`src/rtl/pong_pkg.sv`:
```
// Shared types and constants for the pong datapath: game states, score and coordinate widths.
package pong_pkg;

  localparam int unsigned SCORE_W   = 4;
  localparam int unsigned SCORE_MAX = 15;
  localparam int unsigned COORD_W   = 10;
  localparam int unsigned TIMER_W   = 8;

  typedef enum logic [2:0] {
    IDLE,
    SERVE,
    PLAY,
    POINT,
    GAME_OVER
  } game_state_t;

  // Score increment that sticks at the 4-bit display limit.
  function automatic logic [SCORE_W-1:0] sat_inc(input logic [SCORE_W-1:0] s);
    return (s == SCORE_W'(SCORE_MAX)) ? s : s + SCORE_W'(1);
  endfunction

endpackage

```
`src/rtl/pong_game_ctrl_frame_timer.sv`:
```
// Frame-count down timer for the SERVE and POINT holds; zero_c flags the tick that empties it.
module frame_timer
  import pong_pkg::*;
(
  input  logic               clk,
  input  logic               reset,
  input  logic               load_i,
  input  logic [TIMER_W-1:0] load_val_i,
  input  logic               frame_tick_i,
  output logic               zero_c
);

  logic [TIMER_W-1:0] cnt_q, cnt_d;

  always_comb begin
    cnt_d = cnt_q;
    if (load_i) begin
      cnt_d = load_val_i;
    end else if (frame_tick_i && (cnt_q != '0)) begin
      cnt_d = cnt_q - TIMER_W'(1);
    end
  end

  always_ff @(posedge clk or posedge reset) begin
    if (reset) begin
      cnt_q <= '0;
    end else begin
      cnt_q <= cnt_d;
    end
  end

  // Asserted on the last tick so the controller leaves the hold the cycle after it.
  assign zero_c = (cnt_q == '0) || (frame_tick_i && (cnt_q == TIMER_W'(1)));

endmodule

```
`src/rtl/pong_game_ctrl.sv`:
```
// Pong match sequencer: serve/rally/point/game-over flow, goal detection and scoring.
// Define PONG_WIN_BY_TWO_EN to require a two-point lead (15 always wins).
module pong_game_ctrl
  import pong_pkg::*;
#(
  parameter int unsigned WIN_SCORE    = 9,
  parameter int unsigned SERVE_FRAMES = 60,
  parameter int unsigned POINT_FRAMES = 90,
  parameter int unsigned LEFT_GOAL    = 10,
  parameter int unsigned RIGHT_GOAL   = 630
) (
  input  logic               clk,
  input  logic               reset,
  input  logic               frame_tick,
  input  logic               start,
  input  logic               score_clr,
  input  logic [COORD_W-1:0] ball_x_pos,
  output logic               round_rst,
  output logic               play_en,
  output logic               serve_left,
  output logic [SCORE_W-1:0] left_score,
  output logic [SCORE_W-1:0] right_score,
  output logic               game_over,
  output logic               winner_right
);

  game_state_t        state_q;
  logic               start_q;
  logic               round_rst_q, play_en_q, serve_left_q, game_over_q, winner_right_q;
  logic [SCORE_W-1:0] left_q, right_q;

  logic               start_edge_c, goal_l_c, goal_r_c, win_c, zero_c;
  logic               timer_load_c;
  logic [TIMER_W-1:0] timer_val_c;
  logic [SCORE_W-1:0] scorer_c;

  assign start_edge_c = start && !start_q;
  assign goal_l_c     = ball_x_pos < COORD_W'(LEFT_GOAL);
  assign goal_r_c     = !goal_l_c && (ball_x_pos > COORD_W'(RIGHT_GOAL));

  // serve_left was set by the last goal, so it names the player who just scored.
  assign scorer_c = serve_left_q ? right_q : left_q;

`ifdef PONG_WIN_BY_TWO_EN
  logic [SCORE_W-1:0] other_c;
  assign other_c = serve_left_q ? left_q : right_q;
  assign win_c   = (scorer_c == SCORE_W'(SCORE_MAX)) ||
                   ((scorer_c >= SCORE_W'(WIN_SCORE)) &&
                    ({1'b0, scorer_c} >= ({1'b0, other_c} + (SCORE_W+1)'(2))));
`else
  assign win_c = scorer_c >= SCORE_W'(WIN_SCORE);
`endif

  always_comb begin
    timer_load_c = 1'b0;
    timer_val_c  = TIMER_W'(SERVE_FRAMES);
    if (score_clr) begin
      timer_load_c = 1'b1;
      timer_val_c  = '0;
    end else begin
      case (state_q)
        IDLE, GAME_OVER: timer_load_c = start_edge_c;
        PLAY: begin
          timer_load_c = goal_l_c || goal_r_c;
          timer_val_c  = TIMER_W'(POINT_FRAMES);
        end
        POINT:   timer_load_c = zero_c && !win_c;
        default: timer_load_c = 1'b0;
      endcase
    end
  end

  frame_timer u_frame_timer (
    .clk          (clk),
    .reset        (reset),
    .load_i       (timer_load_c),
    .load_val_i   (timer_val_c),
    .frame_tick_i (frame_tick),
    .zero_c       (zero_c)
  );

  always_ff @(posedge clk or posedge reset) begin
    if (reset) begin
      state_q        <= IDLE;
      start_q        <= 1'b0;
      round_rst_q    <= 1'b1;
      play_en_q      <= 1'b0;
      serve_left_q   <= 1'b0;
      left_q         <= '0;
      right_q        <= '0;
      game_over_q    <= 1'b0;
      winner_right_q <= 1'b0;
    end else begin
      start_q <= start;
      if (score_clr) begin
        state_q        <= IDLE;
        round_rst_q    <= 1'b1;
        play_en_q      <= 1'b0;
        serve_left_q   <= 1'b0;
        left_q         <= '0;
        right_q        <= '0;
        game_over_q    <= 1'b0;
        winner_right_q <= 1'b0;
      end else begin
        case (state_q)
          IDLE, GAME_OVER: begin
            if (start_edge_c) begin
              state_q      <= SERVE;
              round_rst_q  <= 1'b1;
              play_en_q    <= 1'b0;
              serve_left_q <= 1'b0;
              left_q       <= '0;
              right_q      <= '0;
              game_over_q  <= 1'b0;
            end
          end
          SERVE: begin
            if (zero_c) begin
              state_q     <= PLAY;
              round_rst_q <= 1'b0;
              play_en_q   <= 1'b1;
            end
          end
          PLAY: begin
            if (goal_l_c) begin
              state_q      <= POINT;
              play_en_q    <= 1'b0;
              right_q      <= sat_inc(right_q);
              serve_left_q <= 1'b1;
            end else if (goal_r_c) begin
              state_q      <= POINT;
              play_en_q    <= 1'b0;
              left_q       <= sat_inc(left_q);
              serve_left_q <= 1'b0;
            end
          end
          POINT: begin
            if (zero_c) begin
              round_rst_q <= 1'b1;
              if (win_c) begin
                state_q        <= GAME_OVER;
                game_over_q    <= 1'b1;
                winner_right_q <= serve_left_q;
              end else begin
                state_q <= SERVE;
              end
            end
          end
          default: begin
            state_q     <= IDLE;
            round_rst_q <= 1'b1;
            play_en_q   <= 1'b0;
          end
        endcase
      end
    end
  end

  assign round_rst    = round_rst_q;
  assign play_en      = play_en_q;
  assign serve_left   = serve_left_q;
  assign left_score   = left_q;
  assign right_score  = right_q;
  assign game_over    = game_over_q;
  assign winner_right = winner_right_q;

endmodule

```
`config.mk`:
```
export PLATFORM = sky130hd
export DESIGN_NAME = pong_game_ctrl
export DESIGN_NICKNAME = d
export VERILOG_FILES = /design/src/rtl/pong_pkg.sv /design/src/rtl/pong_game_ctrl_frame_timer.sv /design/src/rtl/pong_game_ctrl.sv
export SDC_FILE = /design/constraint.sdc
export NUM_CORES = 1
export LEC_CHECK = 0
export CORE_UTILIZATION = 50
export CTS_CLUSTER_DIAMETER = 50
export DETAILED_ROUTE_END_ITERATION = 10
export GPL_ROUTABILITY_DRIVEN = 0
export GPL_TIMING_DRIVEN = 0
export PLACE_DENSITY_LB_ADDON = 0.08
export SLEW_MARGIN = 20
export SYNTH_ARGS = -nofsm -noshare
export SYNTH_HDL_FRONTEND = slang
export SYNTH_HIERARCHICAL = 1
export SYNTH_SLANG_ARGS = --single-unit
```
`constraint.sdc`:
```
create_clock -name clk -period 3.3 [get_ports clk]
set_input_delay 0.66 -clock clk [delete_from_list [all_inputs] [get_ports clk]]
set_output_delay 0.66 -clock clk [all_outputs]
set_load 0.005 [all_outputs]
```
==> flow_summary.json <==
{
  "cts_setup_buffers": 0,
  "dp_hpwl_um": 2990,
  "firstDrtPassIters": 4,
  "die-height_um": 60.0,
  "met1_length_um": 1910,
  "arrival_ns": 3.23,
  "drc": 0,
  "placed_cell_area_mm2": 0.00200,
  "ys_ff_latch": 25,
  "groute.usage.overall_pct": 25.3,
  "grt_remaining_overflow": 0,
  "status": "complete, no violations",
  "core_mm2": 0.00313,
  "ys_warn_count": 6,
  "start_kind": "register",
  "met2RoutedLength_um": 1960,
  "clkTransAtPathRegs_ns": 0.14,
  "intPower_uw": 442,
  "yosys.area_share.adder_pct": 2.97,
  "viasPerCell": 6.17,
  "cts_buffer_depth": 2,
  "p_per_area_mw_per_mm2": 317,
  "cts_hold_buf": 0,
  "yosysSeqAreaShare_pct": 37.2,
  "hold_class": "reg -> reg",
  "worstPathMaxFanout": 10,
  "wl_met3_um": 122,
  "power.total_uw": 648,
  "synth_compound_area_share_pct": 23.7,
  "fin_skew_ns": 0.00127,
  "endpoint_kind": "register",
  "peakVddDrop_mv": 0.213,
  "p_leak_nw": 0.800,
  "cp-endpoint": "u_frame_timer/cnt_q[0]",
  "crit_path_max_incr_delay_ns": 0.50,
  "worstReg2RegEnd": "u_frame_timer/cnt_q[0]",
  "maxSlewViolCount": 0,
  "reg2reg_slack_ns": 0.27,
  "synth_xor_area_share_pct": 0.520,
  "crit_top_cell": "nor3_2",
  "r2r-start": "u_frame_timer/cnt_q[4]",
  "slew-limit-headroom_pct": 55.0,
  "tns_ns": 0,
  "pwr-share-seq_pct": 53.3,
  "crit_start": "u_frame_timer/cnt_q[4]",
  "synth_mux_area_share_pct": 1.19,
  "p_sw_share_pct": 31.9,
  "synth_edf_count": 0,
  "cts_inserted_buffers": 3,
  "crit_chain": "or3_1 -> nor3_2 -> nand2_1 -> nor3_2 -> inv_1 -> o221ai_2 -> clkbuf_2 -> nor3b_1 -> a21oi_1 -> nand3_1",
  "top_layer": "met4",
  "drive_above_1_share_pct": 11.0,
  "yosysUniqueCellTypes": 57,
  "ctsHtreeMaxLevel": 1,
  "worst_pin_slew_ns": 0.674,
  "diodes": 0,
  "drv_cap": 0,
  "async_flop_share_pct": 100,
  "route.vias.total": 1566,
  "design.die.area_mm2": 0.00360,
  "tritoncts": "done",
  "wl_um": 4050,
  "min_period_ns": 3.03,
  "critPathSlowestCell": "or3_1",
  "worstSetupPathType": "reg -> reg",
  "nets": 230,
  "antenna_found_initial": 0,
  "p_clk_share_pct": 21.7,
  "p_comb_share_pct": 25.0,
  "syn_to_final_growth_pct": 21.6,
  "wl_per_cell_um": 15.9,
  "initial_core_util_pct": 53.8,
  "cts_sinks": 25,
  "rsz0062_at_grt": "no",
  "yosys.area_share.simple_pct": 28.0,
  "clock.fmax_ghz": 0.330,
  "fin_area_mm2": 0.00205,
  "period_share_pct": 91.9,
  "io_buffers": 26,
  "drt_iter0_drc": 85,
  "die_x_um": 60.0,
  "syn_area_per_cell_um2": 9.40,
  "synth_top_family_by_area": "simple AND/OR/NAND/NOR gates",
  "synth_ff_type": "dfrtp_1",
  "finalSetupViolations": 0,
  "cts_root_buffer": "clkbuf_4",
  "final_antenna_net_count": 0,
  "netlist_area_mm2": 0.00168,
  "grt_start_max_net_pins": 18,
  "cp.required_ns": 3.50,
  "finalHoldViolations": 0,
  "io_pins": 28,
  "grt_pass1_vias": 1464,
  "power_switching_uw": 207,
  "grt_pass1_wl_um": 6810,
  "syn_inst": 179,
  "worstRegToRegCells": 10,
  "clock_latency_ns": 0.32,
  "rows": 20
}
## power groups by stage
| stage | logic (mW) | registers, mW | clock network, mW |
|---|---|---|---|
| 4_1_cts | 0.159 | 0.345 | 0.143 |
| 3_5_place_dp | 0.157 | 0.351 | 0 |
| 2_1_floorplan | 0.110 | 0.345 | 0 |
| 5_1_grt | 0.178 | 0.348 | 0.157 |
| 6_report | 0.162 | 0.346 | 0.141 |
| 3_3_place_gp | 0.149 | 0.350 | 0 |
## metal layers
layer | vias up | track usage [%]
met5 | - | 0
met4 | 0 | 7.97
met3 | 8 | 2.81
met2 | 36 | 39.8
met1 | 764 | 36.4
li1 | 758 | -
## worst min path at each step
stage	to	start	depth (start not counted)	slack [ns]
2_1_floorplan	u_frame_timer/cnt_q[0]	reset	1	0.48
6_report	round_rst	round_rst	1	0.52
3_3_place_gp	round_rst	round_rst	1	0.50
4_1_cts	round_rst	round_rst	1	0.53
3_5_place_dp	round_rst	round_rst	1	0.50
5_1_grt	round_rst	round_rst	1	0.53
## metrics by stage
step	setup slack [ns]	cells	util [%]	hold WS (ns)
after floorplan	0.511	180	-	0.476
after global placement	-0.0741	250	64.0	0.503
after detailed placement	-0.257	250	64.0	0.503
after CTS	0.0458	254	65.2	0.527
after global routing	0.0864	254	65.4	0.531
final	0.266	254	65.4	0.521
## repair_timing
action	4_1_cts	5_1_grt
resized for setup	2	3
pin swaps	0	0
endpoints found under the setup margin	4	2
## Yosys cell counts, types with 2 or more instances
cell type  number  area (µm²)
dfrtp_1        24         601
inv_1          16        60.1
a21oi_1        12        60.1
nor2_1         10        37.5
nand3_1         9        45.0
nor3_1          8        40.0
nand2_1         6        22.5
nor4_1          5        31.3
o21ai_0         5        25.0
or3_1           5        31.3
and3_1          4        25.0
ha_1            4        50.1
a211o_1         3        26.3
a2bb2oi_1       3        26.3
a31oi_1         3        18.8
buf_6           3        33.8
nor2b_1         3        18.8
o211ai_1        3        22.5
o311ai_0        3        26.3
or4b_4          3        41.3
mux2i_1         2        20.0
nand2b_1        2        12.5
nand3b_1        2        15.0
nor3b_1         2        15.0
nor4b_1         2        17.5
o2111ai_1       2        17.5
o21ai_1         2        10.0
o31a_1          2        17.5
o31ai_1         2        15.0
or4_1           2        15.0
## critical path: cells and delay by family, from the launching register on
kind	cells	cell delay [ns]
and+or+nand+nor	6	1.48
AOI/OAI and AO/OA	2	0.54
DFF	1	0.48
buffers and inverters	2	0.42
## layout by cell type, fill, tap and decap left out, drive strengths merged, types with 4 or more instances in the layout
master	instances
clkdlybuf4s50	26
dfrtp	24
inv	16
a21oi	12
nor2	10
nand3	9
nor3	9
o21ai	7
nand2	6
nor4	6
or3	5
clkbuf	5
and3	4
ha	4
## cells by family after synthesis
| family | count (synthesis) |
|---|---|
| mux | 2 |
| fa+ha+maj | 4 |
| flops | 25 |
| compound gates | 53 |
| other cells | 1 |
| buf+inv | 21 |
| simple gates | 72 |
| xor+xnor | 1 |
## flip-flops by register name, summed over array words and instances (netlist names)
name and cells:
serve_left 1, left_score 4, state_q 3, winner_right 1, u_frame_timer/cnt_q 8, round_rst 1
right_score 4, play_en 1, game_over 1, start_q 1
## area by class of cell
| cell class | instances | area, µm² |
|---|---|---|
| multi-input cells | 134 | 973 |
| well taps | 44 | 55.1 |
| flip-flops and latches | 25 | 627 |
| inverters | 17 | 65.1 |
| plain buffers | 4 | 38.8 |
| fillers | 271 | 1080 |
| clock buffers | 4 | 26.3 |
| repair buffers | 26 | 260 |
Power figures use the tool's default switching activity.
